$ cat config.mk
export PLATFORM = sky130hd
export DESIGN_NAME = dense_argmax
export DESIGN_NICKNAME = d
export VERILOG_FILES = /design/src/rtl/dense_argmax.sv
export SDC_FILE = /design/constraint.sdc
export NUM_CORES = 1
export LEC_CHECK = 0
export BUFFER_PORTS_ARGS = -buffer_cell sky130_fd_sc_hd__buf_2
export CORE_AREA = 2 2 335 337
export DETAILED_ROUTE_END_ITERATION = 8
export DIE_AREA = 0 0 337 339
export REMOVE_ABC_BUFFERS = 1
export SLEW_MARGIN = 20
export SYNTH_ARGS = -nofsm -noshare
export SYNTH_HDL_FRONTEND = slang
export SYNTH_SLANG_ARGS = --single-unit
$ cat constraint.sdc
create_clock -name clk -period 3.2 [get_ports clk]
set_clock_uncertainty 0.2 [all_clocks]
set_input_delay 0.64 -clock clk [delete_from_list [all_inputs] [get_ports clk]]
set_output_delay 0.64 -clock clk [all_outputs]
set_load 0.03 [all_outputs]
$ cat src/rtl/dense_argmax.sv
// -----------------------------------------------------------------------------
// dense_argmax
//   Classifier stage behind the final dense layer. It accepts one neuron score
//   per valid_i strobe, neurons 0..BIAS-1 in order. Each score can optionally
//   be passed through ReLU. Every score is written into a readable buffer, and
//   the block tracks the running maximum. When a frame completes, the block
//   pulses valid_o for one cycle with the winning index and value.
//
//   Handshake: valid_i is a one-way strobe with no ready. The block accepts a
//   score on every cycle that valid_i is high, and gaps of any length are
//   allowed. valid_o is a one-cycle pulse with no backpressure. class_o and
//   score_o hold their values until the next completed frame.
//
// Ports
//   clk        clock
//   rstn       synchronous reset, active-low
//   valid_i    data_i carries the next neuron score this cycle
//   data_i     score, sign-magnitude float (MSB sign, rest magnitude)
//   busy_o     frame in progress (FSM in ACCUM); doubles as FSM state view
//   valid_o    one-cycle pulse: class_o/score_o updated
//   class_o    index of the maximum score of the last completed frame
//   score_o    maximum (post-ReLU) score of the last completed frame
//   rd_addr_i  score buffer read address
//   rd_data_o  score buffer read data, registered, 1-cycle latency
// -----------------------------------------------------------------------------
module dense_argmax #(
  parameter int BIAS       = 128,
  parameter int DATA_WIDTH = 8,
  parameter int RELU       = 0,
  // Bits needed to hold BIAS-1 (equals ceil(log2(BIAS)) for BIAS >= 2).
  localparam int IDXW      = $clog2(BIAS)
) (
  input  logic                  clk,
  input  logic                  rstn,
  input  logic                  valid_i,
  input  logic [DATA_WIDTH-1:0] data_i,
  output logic                  busy_o,
  output logic                  valid_o,
  output logic [IDXW-1:0]       class_o,
  output logic [DATA_WIDTH-1:0] score_o,
  input  logic [IDXW-1:0]       rd_addr_i,
  output logic [DATA_WIDTH-1:0] rd_data_o
);

  localparam logic [IDXW-1:0] LAST   = IDXW'(BIAS - 1);
  localparam logic [IDXW-1:0] ONE    = IDXW'(1);
  localparam logic [IDXW:0]   BIAS_W = (IDXW + 1)'(BIAS);

  typedef enum logic [0:0] {
    S_IDLE  = 1'b0,
    S_ACCUM = 1'b1
  } state_t;

  state_t                r_state;
  state_t                w_state_nxt;
  logic [IDXW-1:0]       r_cnt;
  logic [IDXW-1:0]       w_cnt_nxt;
  logic [DATA_WIDTH-1:0] r_run_max;
  logic [DATA_WIDTH-1:0] w_run_max_nxt;
  logic [IDXW-1:0]       r_run_idx;
  logic [IDXW-1:0]       w_run_idx_nxt;
  logic                  r_valid;
  logic                  w_valid_nxt;
  logic [IDXW-1:0]       r_class;
  logic [IDXW-1:0]       w_class_nxt;
  logic [DATA_WIDTH-1:0] r_score;
  logic [DATA_WIDTH-1:0] w_score_nxt;
  logic [DATA_WIDTH-1:0] r_rd_data;
  logic [DATA_WIDTH-1:0] r_buf [BIAS];

  logic [DATA_WIDTH-1:0] w_score_in;
  logic                  w_beats;
  logic                  w_we;
  logic [IDXW-1:0]       w_waddr;

  // Strict "a greater than b" for sign-magnitude values. +0 and -0 compare
  // equal. All-ones exponents are treated as ordinary magnitudes.
  function automatic logic beats(input logic [DATA_WIDTH-1:0] a,
                                 input logic [DATA_WIDTH-1:0] b);
    logic [DATA_WIDTH-2:0] ma;
    logic [DATA_WIDTH-2:0] mb;
    ma = a[DATA_WIDTH-2:0];
    mb = b[DATA_WIDTH-2:0];
    case ({a[DATA_WIDTH-1], b[DATA_WIDTH-1]})
      2'b00:   return ma > mb;
      2'b01:   return (ma != '0) || (mb != '0);
      2'b10:   return 1'b0;
      default: return ma < mb;
    endcase
  endfunction

  assign w_score_in = ((RELU != 0) && data_i[DATA_WIDTH-1]) ? '0 : data_i;
  assign w_beats    = beats(w_score_in, r_run_max);

  // Next-state and datapath decode.
  always_comb begin
    w_state_nxt   = r_state;
    w_cnt_nxt     = r_cnt;
    w_run_max_nxt = r_run_max;
    w_run_idx_nxt = r_run_idx;
    w_valid_nxt   = 1'b0;
    w_class_nxt   = r_class;
    w_score_nxt   = r_score;
    w_we          = 1'b0;
    w_waddr       = r_cnt;
    case (r_state)
      S_IDLE: begin
        if (valid_i) begin
          w_we          = 1'b1;
          w_waddr       = '0;
          w_run_max_nxt = w_score_in;
          w_run_idx_nxt = '0;
          w_cnt_nxt     = ONE;
          w_state_nxt   = S_ACCUM;
        end
      end
      S_ACCUM: begin
        if (valid_i) begin
          w_we    = 1'b1;
          w_waddr = r_cnt;
          // Replace only on strictly greater, so ties keep the earlier index.
          if (w_beats) begin
            w_run_max_nxt = w_score_in;
            w_run_idx_nxt = r_cnt;
          end
          if (r_cnt == LAST) begin
            w_valid_nxt = 1'b1;
            w_class_nxt = w_beats ? r_cnt : r_run_idx;
            w_score_nxt = w_beats ? w_score_in : r_run_max;
            w_cnt_nxt   = '0;
            w_state_nxt = S_IDLE;
          end else begin
            w_cnt_nxt = r_cnt + ONE;
          end
        end
      end
      default: w_state_nxt = S_IDLE;
    endcase
  end

  always_ff @(posedge clk) begin
    if (!rstn) r_state <= S_IDLE;
    else       r_state <= w_state_nxt;
  end

  always_ff @(posedge clk) begin
    if (!rstn) begin
      r_cnt     <= '0;
      r_run_max <= '0;
      r_run_idx <= '0;
      r_valid   <= 1'b0;
      r_class   <= '0;
      r_score   <= '0;
    end else begin
      r_cnt     <= w_cnt_nxt;
      r_run_max <= w_run_max_nxt;
      r_run_idx <= w_run_idx_nxt;
      r_valid   <= w_valid_nxt;
      r_class   <= w_class_nxt;
      r_score   <= w_score_nxt;
    end
  end

  // Score buffer contents survive reset on purpose.
  always_ff @(posedge clk) begin
    if (w_we) r_buf[w_waddr] <= w_score_in;
  end

  // Read before write: a same-cycle write to rd_addr_i returns the old word.
  always_ff @(posedge clk) begin
    if (!rstn)                          r_rd_data <= '0;
    else if ({1'b0, rd_addr_i} < BIAS_W) r_rd_data <= r_buf[rd_addr_i];
    else                                r_rd_data <= '0;
  end

  assign busy_o    = (r_state == S_ACCUM);
  assign valid_o   = r_valid;
  assign class_o   = r_class;
  assign score_o   = r_score;
  assign rd_data_o = r_rd_data;

endmodule

==> flow_summary_export.csv, run 1 <==
group,metric,value,unit
run_status,status,"complete, no violations",
worst_setup_path,cp_slowest_cell,"nand3_1",
clock_tree,h-tree-depth,3,
power,leakagePower,15.86,nW
power,p_total,29.21,mW
logic_synthesis,synthMuxAreaShare,0.1459,
logic_synthesis,ys_warn_count,0,
worst_setup_path,cpPeakStageDelay,0.60,ns
cells_and_area,drive_above_1_share,0.2702,
floorplanning,start_util,0.3779,
global_route,antenna_found_initial,5,
logic_synthesis,synth_seq_cells,1071,
min_path,hp-start,"data_i[0]",
min_path,whs_endpoint,"score_o[0]$_SDFFE_PN0P_",
cells_and_area,post-route-util,0.4414,
floorplanning,dieHeight,339,um
logic_synthesis,synth_area,41710,sq um
global_route,grt_pass1_wl,151.3,mm
worst_setup_path,worst_setup_path_end_kind,"flip-flop",
cells_and_area,final_cells,3971,
route,routedWlPerCell,25.92,um
logic_synthesis,synth_area_per_cell,19.56,sq um
worst_setup_path,arrival,3.15,ns
floorplanning,fp-row-count,122,
worst_setup_path,reg2regPathDepth,7,
worst_setup_path,path_delay_family,"simple AND/OR/NAND/NOR gates",
logic_synthesis,synthSimpleGateAreaFrac,0.03675,
global_route,grt-ovfl-total,0,
sta,holdWs,0.1198,ns
placed_design,dpl.hpwl,63.75,mm
clock_tree,ctsHoldBuffers,0,
placed_design,port_buffers,42,
logic_synthesis,synth_top_family_by_area,"multiplexers",
worst_setup_path,worstReg2RegEnd,"class_o[2]$_SDFFE_PN0P_",
route,drtAntennaViolNets,0,
route,vias_per_cell,5.469,
route,initialDrtViolationCount,2378,
floorplanning,fp.dieW,337,um
sta,setup_viol,0,
global_route,grt_pass1_vias,22100,
sta,rsz0062_at_grt,"no",
floorplanning,ioPinCount,43,
cells_and_area,final_cell_mix,"edfxtp_1 (1,024), buf_4 (226), mux4_2 (208), nor2_1 (160), mux2i_1 (131)",
job,maxCapViolCount,0,
worst_setup_path,r2r_slack,0.39,ns
clock_tree,clk_latency,0.68,ns
min_path,min_path_cells,3,
route,drc_errors,0,
logic_synthesis,synth_edf_count,1024,
cells_and_area,nets,2420,
logic_synthesis,ys.flop_type,"edfxtp_1",
clock_tree,clockRootBuffer,"clkbuf_16",
logic_synthesis,synthTopCellsByArea,"edfxtp_1 (74%), mux4_2 (11%), mux2i_1 (3.1%), dfxtp_1 (2.3%), nor2_1 (1.4%)",
worst_setup_path,path_cells,"buf_4 -> ha_1 -> nand3_1 -> nor2_1 -> nand3_1 -> nor3_1 -> nor3_1",
logic_synthesis,synth_xor_xnor_area_share,0,
worst_setup_path,worstReg2RegStart,"r_cnt[0]$_SDFFE_PN0P_",
clock_tree,postCtsSetupBuffers,0,
sta,drv_slew,0,
sta,max_freq,356.5,MHz
clock_tree,clock-sinks,1071,
logic_synthesis,yosysUniqueCellTypes,54,
logic_synthesis,async_flop_share,0,
floorplanning,dieArea,114200,sq um
sta,tightest_slew,1.063,ns
global_route,grt_max_degree,122,
power,power_density,599.7,nW/um^2
clock_tree,cts_tree,"done",
cells_and_area,antenna_cells,0,
logic_synthesis,synth_cells,2132,
logic_synthesis,yosysTopAreaCell,"edfxtp_1",
cells_and_area,num-fill-cells,9376,
clock_tree,postCtsResizedCells,0,
sta,fin_crit,2.805,ns
floorplanning,core_area,110400,sq um
sta,hold_viol,0,
worst_setup_path,required,3.54,ns
logic_synthesis,synth_top_area_share,0.7372,
logic_synthesis,synth_fa_ha_area_frac,0.002400,
route,drtPass1Iterations,7,
clock_tree,cts_buffers,108,
power,vdd_drop_max,446.0,uV
logic_synthesis,synth_seq_area_share,0.7598,
cells_and_area,layout_commonest_cell,"edfxtp_1",
clock_tree,cts.clk_slew.worst_paths,0.06,ns
worst_setup_path,worstSetupPathType,"reg -> reg",
sta,period_share,0.8767,
worst_setup_path,worst-path-buf-inv,1,
cells_and_area,areaGrowthSynthToFinish,16.80,%
min_path,hp-class,"in -> reg",
worst_setup_path,start_kind,"flip-flop",
global_route,grtUsageTotal,0.1799,
worst_setup_path,crit_fanout,20,
route,drt-total-wl,102.9,mm
clock_tree,clk_path_buf_depth,3,
placed_design,dp_cells,3772,
placed_design,place.gp.congestion,0.8330,
sta,slew_headroom,0.2905,
sta,setup-tns-final,0,ns
logic_synthesis,synth-compound-area-share,0.03834,
route,vias,21720,
## Yosys cell counts (4+ instances only)
| cell | instances |
|---|---|
| edfxtp_1 | 1024 |
| mux4_2 | 208 |
| nor2_1 | 161 |
| mux2i_1 | 131 |
| nand2_1 | 69 |
| clkbuf_1 | 56 |
| a211oi_1 | 54 |
| dfxtp_1 | 47 |
| o22ai_1 | 47 |
| buf_2 | 45 |
| a22oi_1 | 41 |
| nor3_1 | 25 |
| o21ai_0 | 22 |
| buf_4 | 18 |
| a21oi_1 | 16 |
| nand3_1 | 16 |
| nand4_1 | 16 |
| inv_1 | 9 |
| nor2b_1 | 9 |
| and4_1 | 8 |
| ha_1 | 8 |
| mux2_2 | 8 |
| o21ai_1 | 8 |
| o221ai_1 | 8 |
| a221oi_1 | 7 |
| a31o_2 | 7 |
| buf_6 | 7 |
| nand2b_1 | 6 |
| buf_1 | 5 |
| nor4_1 | 5 |
| and2_1 | 4 |
| or2_2 | 4 |
## sequential cells by signal, summed over array words and instances (netlist names)
register	flops
r_buf	1024
r_run_max	8
rd_data_o	8
score_o	8
class_o	7
r_cnt	7
r_run_idx	7
busy_o	1
valid_o	1
## how the worst max path moves through the flow
stage                          startpoint                   endpoint  slack, ns  depth (start not counted)
global placement             rd_addr_i[2]    rd_data_o[3]$_SDFF_PN0_      -0.14                          7
detailed placement           rd_addr_i[2]    rd_data_o[3]$_SDFF_PN0_      -0.18                          7
floorplan                       data_i[6]  r_run_idx[0]$_SDFFE_PN0P_       0.27                          7
CTS                 r_cnt[0]$_SDFFE_PN0P_    class_o[5]$_SDFFE_PN0P_       0.44                          7
global route        r_cnt[0]$_SDFFE_PN0P_    score_o[1]$_SDFFE_PN0P_       0.12                          7
finish              r_cnt[0]$_SDFFE_PN0P_    class_o[2]$_SDFFE_PN0P_       0.39                          7
## routing by layer
layer	share of wire	global-route usage	up-vias
met5	0	0	-
met2	0.48	0.2868	865
met3	0.072	0.02832	135
li1	-	-	9288
met1	0.43	0.2592	11430
met4	0.021	0.04343	0
## power by group
part	total [mW]	switching [mW]	internal, mW
registers	15.4	0.0318	15.4
logic	1.46	0.923	0.537
clock network	12.3	5.19	7.16
## logic make-up (layout without fill, tap and decap cells)
logic type / count (synthesis) / count (layout)
flip-flops: 1071 / 1071
AND/OR/NAND/NOR: 338 / 338
buffers and inverters: 140 / 491
multiplexers: 347 / 347
adder cells (fa/ha/maj): 8 / 8
AO/OA/AOI/OAI: 228 / 228
## layout make-up
cell class	count	area, sq um	share of cell area
Clock buffer	129	2867	0.05884
Clock inverter	70	598.1	0.01228
Inverter	9	33.78	0.0006935
Multi-Input combinational cell	921	9326	0.1914
Sequential cell	1071	31690	0.6505
Tap cell	1488	1862	0.03822
Timing Repair Buffer	283	2338	0.04800
## stage by stage
| stage | setup WS, ns | cell area, sq um |
|---|---|---|
| global route | 0.1201 | 48720 |
| detailed placement | -0.1788 | 45250 |
| global placement | -0.1362 | 45250 |
| CTS | 0.4432 | 48710 |
| finish | 0.3947 | 48720 |
| floorplan | 0.2735 | 41040 |
## worst register-to-register path, cell delays in order (launching register included)
cell     delay (ns)
dfxtp_1        0.54
buf_4          0.22
ha_1           0.20
nand3_1        0.14
nor2_1         0.27
nand3_1        0.60
nor3_1         0.43
nor3_1         0.08
No activity file was read; power rests on OpenSTA's default activity.
==> run 2: changes to the inputs <==
- BUFFER_PORTS_ARGS: -buffer_cell sky130_fd_sc_hd__buf_2 -> -buffer_cell sky130_fd_sc_hd__buf_4
==> run 2 against run 1 <==
Against the previous run: via count is 0.61% higher; first-iteration DRC count is 4.8% higher; clock power hardly changed; wire length is 0.36% higher; die area stayed put; sequential cell count stayed put; count of clock-buffer cells in the layout is 1 higher; design area is 0.74% higher; critical path depth is 3 lower; utilization is 0.33 points higher; worst hold slack worse by 0.016 ns; sequential share of layout area is 0.48 points lower; critical endpoint is now r_buf[111][0]$_DFFE_PP_.
==> flow_summary_export.csv, run 2 (synthesized netlist as in run 1, its figures left out) <==
group,metric,value,unit
global_route,grt_pass1_wl,150.3,mm
global_route,grt-ovfl-total,0,
route,drc_errors,0,
power,power_density,600.4,nW/um^2
sta,period_share,0.8751,
clock_tree,cts.clk_slew.worst_paths,0.06,ns
route,vias,21850,
clock_tree,cts_tree,"done",
floorplanning,dieHeight,339,um
cells_and_area,final_area,49080,sq um
clock_tree,cts_buffers,110,
route,routedWlPerCell,25.82,um
sta,slew_headroom,0.2823,
power,p_sw_frac,0.2139,
worst_setup_path,path_cells,"nand3_1 -> or2_2 -> nor2_1 -> buf_4",
clock_tree,h-tree-depth,3,
power,pwr-share-seq,0.523,
clock_tree,postCtsResizedCells,0,
sta,hold_viol,0,
placed_design,place.gp.congestion,0.8188,
cells_and_area,areaGrowthSynthToFinish,17.67,%
power,p_comb_frac,0.050,
floorplanning,fp.dieW,337,um
floorplanning,start_util,0.3779,
cells_and_area,largest_reg_flops,1024,
global_route,grt_max_degree,120,
worst_setup_path,cpPeakStageDelay,0.70,ns
cells_and_area,layout_commonest_cell,"edfxtp_1",
sta,tightest_slew,1.076,ns
cells_and_area,largest_register,"r_buf",
power,vdd_drop_max,454.7,uV
route,top_layer,"met5",
route,dr_wl_met3,7.655,mm
sta,holdWs,0.1035,ns
placed_design,dpl.hpwl,64.68,mm
global_route,grt_pass1_vias,22020,
power,intPower,23.16,mW
floorplanning,ioPinCount,43,
clock_tree,clockRootBuffer,"clkbuf_16",
worst_setup_path,arrival,3.02,ns
cells_and_area,antenna_cells,0,
sta,setup_viol,0,
worst_setup_path,start_kind,"flip-flop",
worst_setup_path,worst_setup_path_end_kind,"flip-flop",
run_status,status,"complete, no violations",
route,vias_per_cell,5.461,
global_route,antenna_found_initial,1,
worst_setup_path,required,3.42,ns
clock_tree,ctsHoldBuffers,0,
min_path,min_path_cells,3,
min_path,hp-class,"in -> reg",
cells_and_area,nets,2448,
route,wl_met2,49.33,mm
floorplanning,core_area,110400,sq um
global_route,grtUsageTotal,0.1794,
route,drt-total-wl,103.3,mm
floorplanning,dieArea,114200,sq um
route,initialDrtViolationCount,2492,
sta,fin_crit,2.800,ns
route,met1Wirelength,43.34,mm
sta,rsz0062_at_grt,"no",
worst_setup_path,worstReg2RegStart,"r_cnt[0]$_SDFFE_PN0P_",
route,drtPass1Iterations,7,
worst_setup_path,worst-path-buf-inv,1,
worst_setup_path,path_delay_family,"simple AND/OR/NAND/NOR gates",
worst_setup_path,r2r_slack,0.40,ns
worst_setup_path,reg2regPathDepth,4,
sta,drv_slew,0,
min_path,hp-start,"data_i[0]",
route,drtAntennaViolNets,0,
power,leakagePower,16.02,nW
cells_and_area,drive_above_1_share,0.2801,
worst_setup_path,crit_fanout,16,
worst_setup_path,cp_slowest_cell,"or2_2",
placed_design,placed_area,45480,sq um
worst_setup_path,worstSetupPathType,"reg -> reg",
clock_tree,clk_path_buf_depth,3,
clock_tree,postCtsSetupBuffers,0,
sta,max_freq,357.1,MHz
placed_design,port_buffers,42,
cells_and_area,final_cell_mix,"edfxtp_1 (1,024), buf_4 (286), mux4_2 (208), nor2_1 (159), mux2i_1 (131)",
power,p_sw,6.301,mW
min_path,whs_endpoint,"score_o[0]$_SDFFE_PN0P_",
worst_setup_path,worstReg2RegEnd,"r_buf[111][0]$_DFFE_PP_",
clock_tree,clk_latency,0.71,ns
job,maxCapViolCount,0,
floorplanning,fp-row-count,122,
worst_setup_path,cp_num_cells,4,
clock_tree,clock-sinks,1071,
power,clkPwrFrac,0.427,
==> run 2: cell types whose count changed in the layout (fill, tap and decap cells not counted), sizes merged <==
cell	before	now
buf	283	309
clkinvlp	2	4
clkinv	55	54
bufinv	10	11
clkbuf	129	130
inv	12	13
==> run 2: worst max-delay path by stage <==
stage | startpoint | to | slack [ns]
finish | r_cnt[0]$_SDFFE_PN0P_ | r_buf[111][0]$_DFFE_PP_ | 0.40
global placement | rd_addr_i[0] | rd_data_o[1]$_SDFF_PN0_ | -0.11
floorplan | data_i[6] | r_run_idx[0]$_SDFFE_PN0P_ | 0.27
global route | r_cnt[0]$_SDFFE_PN0P_ | r_buf[111][0]$_DFFE_PP_ | 0.21
CTS | r_cnt[0]$_SDFFE_PN0P_ | r_buf[111][7]$_DFFE_PP_ | 0.45
detailed placement | rd_addr_i[0] | rd_data_o[1]$_SDFF_PN0_ | -0.08
==> run 2: tightest hold or removal path, delay by kind of cell <==
family | cells | cell delay, ns
buffers and inverters | 2 | 0.20
AOI/OAI and AO/OA | 1 | 0.08
==> run 2: power groups by stage <==
stage | Combinational, mW | Clock [mW] | Sequential [mW]
6_report | 1.47 | 12.6 | 15.4
5_1_grt | 1.57 | 13.3 | 15.4
4_1_cts | 1.49 | 12.8 | 15.4
3_5_place_dp | 1.48 | 0 | 15.7
3_3_place_gp | 1.46 | 0 | 15.7
2_1_floorplan | 0.557 | 0 | 15.7
==> run 2: per-stage QoR <==
| step | setup slack, ns | setup TNS [ns] | total power, mW | instances | utilization |
|---|---|---|---|---|---|
| after detailed placement | -0.08252 | -0.1155 | 17.19 | 3798 | 0.4121 |
| final | 0.3997 | 0 | 29.47 | 4001 | 0.4447 |
| after global routing | 0.2059 | 0 | 30.30 | 4001 | 0.4447 |
| after CTS | 0.4515 | 0 | 29.68 | 4001 | 0.4446 |
| after floorplan | 0.2735 | 0 | 16.27 | 2001 | - |
| after global placement | -0.1116 | -0.1609 | 17.17 | 3798 | 0.4121 |
==> run 2: layer usage <==
layer	vias to the layer above	global-route usage
met5	-	0
met4	2	0.05301
met3	179	0.03987
met2	849	0.2853
met1	11480	0.2474
li1	9342	-
==> run 2: layout make-up <==
class	instances	area [sq um]
fill	9359	61290
sequential	1071	31690
multi-input combinational	921	9334
clock buffer	130	2828
timing repair buffer	309	2580
tap	1488	1862
clock inverter	73	750.7
inverter	9	33.78
